### config.mk
export PLATFORM = sky130hd
export DESIGN_NAME = scoreboard_regfile
export DESIGN_NICKNAME = d
export VERILOG_FILES = /design/src/rtl/regfile_pkg.sv /design/src/rtl/regfile_read_port.sv /design/src/rtl/scoreboard_regfile.sv
export SDC_FILE = /design/constraint.sdc
export NUM_CORES = 2
export LEC_CHECK = 0
export BUFFER_PORTS_ARGS = -buffer_cell sky130_fd_sc_hd__buf_2
export CAP_MARGIN = 25
export CORE_MARGIN = 4
export CORE_UTILIZATION = 65
export CTS_BUF_LIST = sky130_fd_sc_hd__clkbuf_8
export CTS_CLUSTER_DIAMETER = 100
export DETAILED_ROUTE_END_ITERATION = 10
export HOLD_SLACK_MARGIN = 0.15
export PLACE_DENSITY = 0.82
export SLEW_MARGIN = 20
export SYNTH_ARGS = -nofsm -noshare
export SYNTH_HDL_FRONTEND = slang
export SYNTH_SLANG_ARGS = --single-unit
### constraint.sdc
create_clock -name Clk -period 3.4 [get_ports Clk]
set_input_delay 0.51 -clock Clk [delete_from_list [all_inputs] [get_ports Clk]]
set_output_delay 0.51 -clock Clk [all_outputs]
set_load 0.02 [all_outputs]
### src/rtl/regfile_pkg.sv
// Shared defaults and constants for the scoreboarded register file.
package regfile_pkg;

  localparam int DEFAULT_DATA_W   = 32;
  localparam int DEFAULT_NUM_REGS = 32;
  localparam int ZERO_REG         = 0;

endpackage

### src/rtl/regfile_read_port.sv
// One combinational read port: register select, hard-wired zero register and,
// when REGFILE_BYPASS_EN is defined, same-cycle forwarding of writeback data.
module regfile_read_port
  import regfile_pkg::*;
#(
  parameter int  DATA_W   = DEFAULT_DATA_W,
  parameter int  NUM_REGS = DEFAULT_NUM_REGS,
  localparam int ADDR_W   = $clog2(NUM_REGS)
) (
  input  logic [ADDR_W-1:0]               rd_addr,
  input  logic [NUM_REGS-1:0][DATA_W-1:0] regs,
  input  logic [NUM_REGS-1:0]             busy,
  input  logic                            wb_en,
  input  logic [ADDR_W-1:0]               wb_addr,
  input  logic [DATA_W-1:0]               wb_data,
  output logic [DATA_W-1:0]               rd_data,
  output logic                            rd_busy
);

  logic is_zero;
  logic fwd;

  assign is_zero = (rd_addr == ADDR_W'(ZERO_REG));

`ifdef REGFILE_BYPASS_EN
  assign fwd = wb_en && (wb_addr != ADDR_W'(ZERO_REG)) && (wb_addr == rd_addr);
`else
  // Without forwarding the writeback inputs are intentionally ignored.
  logic unused_bypass;
  assign fwd           = 1'b0;
  assign unused_bypass = ^{wb_en, wb_addr, wb_data};
`endif

  always_comb begin
    rd_data = regs[rd_addr];
    rd_busy = busy[rd_addr];
    if (is_zero) begin
      rd_data = '0;
      rd_busy = 1'b0;
    end else if (fwd) begin
      rd_data = wb_data;
      rd_busy = 1'b0;
    end
  end

endmodule

### src/rtl/scoreboard_regfile.sv
// Register file with per-register pending-write scoreboard and busy count.
// Optional same-cycle read forwarding is enabled by defining REGFILE_BYPASS_EN.
module scoreboard_regfile
  import regfile_pkg::*;
#(
  parameter int  DATA_W   = DEFAULT_DATA_W,
  parameter int  NUM_REGS = DEFAULT_NUM_REGS,
  localparam int ADDR_W   = $clog2(NUM_REGS)
) (
  input  logic              Clk,
  input  logic              Rst_n,
  input  logic [ADDR_W-1:0] RA,
  input  logic [ADDR_W-1:0] RB,
  output logic [DATA_W-1:0] PA,
  output logic [DATA_W-1:0] PB,
  output logic              PA_busy,
  output logic              PB_busy,
  input  logic              Issue_en,
  input  logic [ADDR_W-1:0] Issue_rd,
  input  logic              WE,
  input  logic [ADDR_W-1:0] RW,
  input  logic [DATA_W-1:0] PW,
  output logic [ADDR_W:0]   Pend_cnt
);

  logic [NUM_REGS-1:0][DATA_W-1:0] regs_q, regs_d;
  logic [NUM_REGS-1:0]             busy_q, busy_d;
  logic [ADDR_W:0]                 pend_q, pend_d;

  logic wr_ok, iss_ok, inc, dec;
  logic wb_fwd_en;

  assign wr_ok  = WE && (RW != ADDR_W'(ZERO_REG));
  assign iss_ok = Issue_en && (Issue_rd != ADDR_W'(ZERO_REG));

  // Count moves only on real busy transitions; a same-edge issue to the
  // written register keeps it busy, so that writeback does not decrement.
  assign inc = iss_ok && !busy_q[Issue_rd];
  assign dec = wr_ok && busy_q[RW] && !(iss_ok && (Issue_rd == RW));

  always_comb begin
    regs_d = regs_q;
    busy_d = busy_q;
    if (wr_ok) begin
      regs_d[RW] = PW;
      busy_d[RW] = 1'b0;
    end
    if (iss_ok) begin
      busy_d[Issue_rd] = 1'b1;
    end
    regs_d[ZERO_REG] = '0;
    busy_d[ZERO_REG] = 1'b0;
    pend_d = pend_q + {{ADDR_W{1'b0}}, inc} - {{ADDR_W{1'b0}}, dec};
  end

  always_ff @(posedge Clk or negedge Rst_n) begin
    if (!Rst_n) begin
      regs_q <= '0;
      busy_q <= '0;
      pend_q <= '0;
    end else begin
      regs_q <= regs_d;
      busy_q <= busy_d;
      pend_q <= pend_d;
    end
  end

  assign Pend_cnt = pend_q;

  // A write presented during reset must not be forwarded to the read ports.
  assign wb_fwd_en = WE && Rst_n;

  regfile_read_port #(
    .DATA_W   (DATA_W),
    .NUM_REGS (NUM_REGS)
  ) u_port_a (
    .rd_addr (RA),
    .regs    (regs_q),
    .busy    (busy_q),
    .wb_en   (wb_fwd_en),
    .wb_addr (RW),
    .wb_data (PW),
    .rd_data (PA),
    .rd_busy (PA_busy)
  );

  regfile_read_port #(
    .DATA_W   (DATA_W),
    .NUM_REGS (NUM_REGS)
  ) u_port_b (
    .rd_addr (RB),
    .regs    (regs_q),
    .busy    (busy_q),
    .wb_en   (wb_fwd_en),
    .wb_addr (RW),
    .wb_data (PW),
    .rd_data (PB),
    .rd_busy (PB_busy)
  );

endmodule

# Word level (Yosys, flattened, before mapping)
# Index checks and enable logic that the tools add are counted.
# op_classes
add_sub_neg,2
n_lt_le_gt_ge,6
eq_ne,1
n_mux,25
bitwise,3
reduce_logical,14
# op_table
cell,count
$bwmux 1024,1
$bmux 32 s5,2
$mux 32,7
$demux 32 s5,1
$and 32x32->32,1
$not 32->32,1
$or 32x32->32,1
$lt 5x6->1 const B,4
$bmux 1 s5,4
$demux 1 s5,2
$ge 5x1->1 const B,2
$logic_not 5->1,2
$reduce_bool 5->1,2
$logic_and 1x1->1,8
$mux 1,8
$add 6x1->6,1
$sub 6x1->6,1
$eq 5x5->1,1
$logic_not 1->1,2
# word_totals
regBits,1029

# Depth between registers and ports, before layout
# depth
word_depth,9
depth_mapped,14

# Modules after synthesis
# From an unflattened synthesis, not the netlist that was laid out.
# hier_totals
cells_unflattened,3816
area_unflattened_um2,56979.6
# modules_own_cells
module,instances,cells_each,area_each_um2
scoreboard_regfile,1,2448,39480.4
regfile_read_port,2,684,8749.6

# Worst setup path after synthesis
# OpenSTA, ideal clock, no wires.
# synth_timing
path_type,in2reg
start,input port Issue_rd[0]
end,"register pend_q[4], in the netlist Pend_cnt[4]"
setup_ps,80
arrival_time_ps,3280
required_ps,3320
path_slack_ps,40
path_stages,13
n_path_buf,1
path_cell_list,buf_2 > mux4_2 > mux2_2 > a2111oi_0 > a311oi_1 > ha_1 > inv_1 > ha_1 > fa_1 > a21oi_1 > nor2_1 > nor2_1 > xnor2_1
# synth_via
elab_chain_len,6
# synth_rtl
element,line_no,source
start: declaration,scoreboard_regfile.sv:19,"input logic [ADDR_W-1:0] Issue_rd,"
$bmux 1 s5 / $reduce_bool 5->1 (equally long branches),"scoreboard_regfile.sv:38, scoreboard_regfile.sv:34",
$mux 1 (implied by the code) / $logic_and 1x1->1 (equally long branches),"scoreboard_regfile.sv:38, scoreboard_regfile.sv:34",
$logic_not 1->1 / $logic_and 1x1->1 (equally long branches),"scoreboard_regfile.sv:38, scoreboard_regfile.sv:39",
$logic_and 1x1->1 / $logic_not 1->1 (equally long branches),"scoreboard_regfile.sv:38, scoreboard_regfile.sv:39",
$add 6x1->6 / $logic_and 1x1->1 (equally long branches),"scoreboard_regfile.sv:53, scoreboard_regfile.sv:39",
$sub 6x1->6 *,scoreboard_regfile.sv:53,"pend_d = pend_q + {{ADDR_W{1'b0}}, inc} - {{ADDR_W{1'b0}}, dec};"
via pend_d[4],scoreboard_regfile.sv:28,"logic [ADDR_W:0] pend_q, pend_d;"
end signal: assignment,scoreboard_regfile.sv:64,pend_q <= pend_d;
end: declaration,scoreboard_regfile.sv:28,
# Mark *: on every way through the listed nets, which the timed path passes. The rest lies on a longest branch. The select of a mux whose other input is x is not followed.
# A chain may end at the register's enable or synchronous reset.

# Final worst setup path
# layout_timing
start,register busy_q[9]
end,output port PB_busy
# layout_via
elab_chain_len,3
# layout_rtl
element,line_no,source
start: declaration,scoreboard_regfile.sv:27,"logic [NUM_REGS-1:0] busy_q, busy_d;"
start signal: assignment,scoreboard_regfile.sv:63,busy_q <= busy_d;
$bmux 1 s5,regfile_read_port.sv:36,rd_busy = busy[rd_addr];
$mux 1 (implied by the code),regfile_read_port.sv:36,
$mux 1,regfile_read_port.sv:37,if (is_zero) begin
end: declaration,scoreboard_regfile.sv:17,"output logic PB_busy,"
# No other way between the ends. The select of a mux whose other input is x is not followed.

==> flow_summary.json <==
{
  "syn_nets": 3884,
  "max_freq_ghz": 0.295,
  "hold_viol": 0,
  "min_period_ns": 3.39,
  "status": "completed",
  "slew_headroom": 0.391,
  "power_mw": 35.7,
  "clock-sinks": 1029,
  "synth-seq-area-share": 0.462,
  "grt_pass1_wl_mm": 257,
  "avgSynthCellArea_sq_um": 14.6,
  "drt_iter0_drc": 4517,
  "die_area_sq_um": 90400,
  "hold_class": "primary input to register",
  "clk_latency_ns": 0.84,
  "p_per_area_nw_per_um2": 572,
  "wl_met2_mm": 78.5,
  "grt_pass1_vias": 40300,
  "final_core_util": 0.736,
  "syn2layout_area_growth_pct": 12.3,
  "synth_area_sq_um": 55700,
  "fin_nets": 4051,
  "synth_edf_count": 0,
  "highest_layer": "met5",
  "vias_per_cell": 7.33,
  "placed_area_sq_um": 59100,
  "tightest_slew_ns": 0.914,
  "antenna_left": 0,
  "ys_ff_latch": 1029,
  "gp_congestion": 0.955,
  "cts_tree": "built",
  "wirelength_mm": 171,
  "cp-start-kind": "register",
  "die-width_um": 301,
  "clkTransAtPathRegs_ns": 0.06,
  "antenna_found_initial": 15,
  "final_area_sq_um": 62500,
  "clockRootBuffer": "clkbuf_8",
  "ctsLongestPathBuffers": 3,
  "maxCapViolCount": 0,
  "grt_util_all_layers": 0.383,
  "coreArea_sq_um": 85000,
  "vias": 38600,
  "post-dp-hpwl_mm": 106,
  "cts_buffers": 167,
  "synth_warnings": 0,
  "synth_ff_type": "dfrtp_1",
  "synthArstFlopShare": 1.00,
  "syn_inst": 3821,
  "rsz0062_at_grt": "no",
  "wl_per_cell_um": 32.5,
  "required_ns": 2.89,
  "ctsHtreeMaxLevel": 4,
  "overflow": 0,
  "cp_max_fo": 5,
  "port_buffers": 127,
  "vdd_ir_drop_max_mv": 0.375,
  "p_leak_nw": 27.6,
  "fin_skew_ns": 0.0130,
  "wl_met1_mm": 62.5,
  "die_height_um": 301,
  "holdWs_ns": 0.226,
  "min_period_over_period": 0.997,
  "dr_wl_met3_mm": 19.1,
  "io_pins": 128,
  "drc": 0,
  "setup_viol": 0,
  "yosysUniqueCellTypes": 53,
  "start_util": 0.655,
  "cts_setup_buffers": 0,
  "finalMaxSlewViolations": 0,
  "criticalPathCategory": "register to primary output",
  "crit_arrival_ns": 2.88,
  "grt_max_degree": 123,
  "layout-drive-gt1-share": 0.554,
  "rows": 107,
  "endpoint_kind": "primary output",
  "setup-tns-final_ns": 0,
  "dr.pass1.iters": 6
}
-- metal layers --
metal | global-route usage | vias up
met5 | 0 | -
met2 | 0.581 | 2577
met3 | 0.108 | 668
met4 | 0.212 | 8
met1 | 0.508 | 20200
li1 | - | 15100
-- what timing repair did --
action,CTS,global route
hold buffers,4,0
gates cloned,0,0
hold endpoints to repair,350,0
resized for setup,8,7
setup endpoints to repair,7,5
-- through the flow --
step | instances | worst slack (ns)
global route | 5252 | 0.00231
global placement | 4959 | -0.230
detailed placement | 4959 | -0.193
floorplan | 3821 | 0.0404
finish | 5259 | 0.0103
CTS | 5248 | -0.00309
-- final timing paths --
path	startpoint	endpoint	slack (ns)	cells past startpoint
min in group asynchronous	Rst_n	regs_q[779]	0.69	3
max in group asynchronous	Rst_n	regs_q[996]	1.31	4
min	Issue_rd[2]	busy_q[30]	0.23	4
max reg2reg	busy_q[27]	Pend_cnt[4]	0.21	12
min reg2reg	regs_q[334]	regs_q[334]	0.52	1
max	busy_q[9]	PB_busy	0.01	7
-- cells in the mapped netlist, types with 7 or more instances --
cell      count  area (sq um)
nand4_1       7          43.8
nor2_1      142           533
dfrtp_1    1029         25700
o2111a_1     21           236
nor2b_1      46           288
a22oi_1      19           143
mux2i_1      82           821
a21oi_1       7          35.0
nand3_1      17          85.1
buf_4        28           210
o21ai_0      42           210
nand2_1      98           368
buf_2       126           631
mux2_2     1119         12600
a22o_1       13           114
o22ai_1      31           194
buf_1        29           109
a211oi_1     59           443
inv_1         7          26.3
a221oi_1     59           517
clkbuf_1    218           818
mux4_2      462         10400
nor3_1       60           300
nor4_1       32           200
-- final cells by class --
class / instances / area, sq um
repair buffers: 402 / 3680
well taps: 1144 / 1430
multi-input cells: 2380 / 28300
flip-flops and latches: 1029 / 25800
clock inverters: 78 / 443
inverters: 8 / 30.0
fillers: 5213 / 22500
clock buffers: 207 / 2850
diodes: 11 / 27.5
-- sequential cells by signal (all words and copies together) (netlist names) --
name and flops:
regs_q 992, busy_q 31, Pend_cnt 6
-- cell families after synthesis --
family | share of synthesized area
buffers and inverters | 0.0329
adder cells (fa/ha/maj) | 0.00171
AND/OR/NAND/NOR | 0.0370
AO/OA/AOI/OAI | 0.0364
multiplexers | 0.428
XOR/XNOR | 0.00157
flip-flops | 0.462
-- cell usage in the layout (no fill, tap or decap), types with 5 or more instances in the layout --
master / synthesis / layout
nor2_4: 0 / 13
mux4_2: 462 / 462
nand2_1: 98 / 79
mux2i_1: 82 / 82
clkinv_2: 0 / 19
dfrtp_1: 1029 / 1028
buf_12: 0 / 72
o22ai_1: 31 / 31
ha_1: 6 / 6
nor2b_1: 46 / 45
buf_2: 126 / 117
diode_2: 0 / 11
a22oi_1: 19 / 19
nand4_1: 7 / 7
nor2_1: 142 / 129
o2111a_1: 21 / 21
nor4_1: 32 / 30
xnor2_1: 6 / 6
mux2_2: 1119 / 1119
o21ai_0: 42 / 41
nand3_1: 17 / 16
a21oi_1: 7 / 7
buf_4: 28 / 202
a221oi_1: 59 / 59
clkbuf_8: 0 / 207
buf_8: 0 / 5
a211o_1: 5 / 5
a22o_1: 13 / 13
nor3_1: 60 / 60
a211oi_1: 59 / 52
a211oi_2: 0 / 6
nand2_2: 0 / 19
inv_1: 7 / 52
-- worst max-delay path, stage by stage, from the launching register on --
cell      delay, ns
dfrtp_1        0.46
mux4_2         0.29
nor2b_1        0.05
nor3_1         0.19
a211oi_1       0.10
nor4_2         0.60
buf_4          0.21
buf_2          0.15
-- power by group --
group,switching (mW),total (mW),internal (mW)
clock,5.14,10.8,5.64
sequential,1.97,16.7,14.7
combinational,3.42,8.31,4.89
Power figures use the tool's default switching activity.
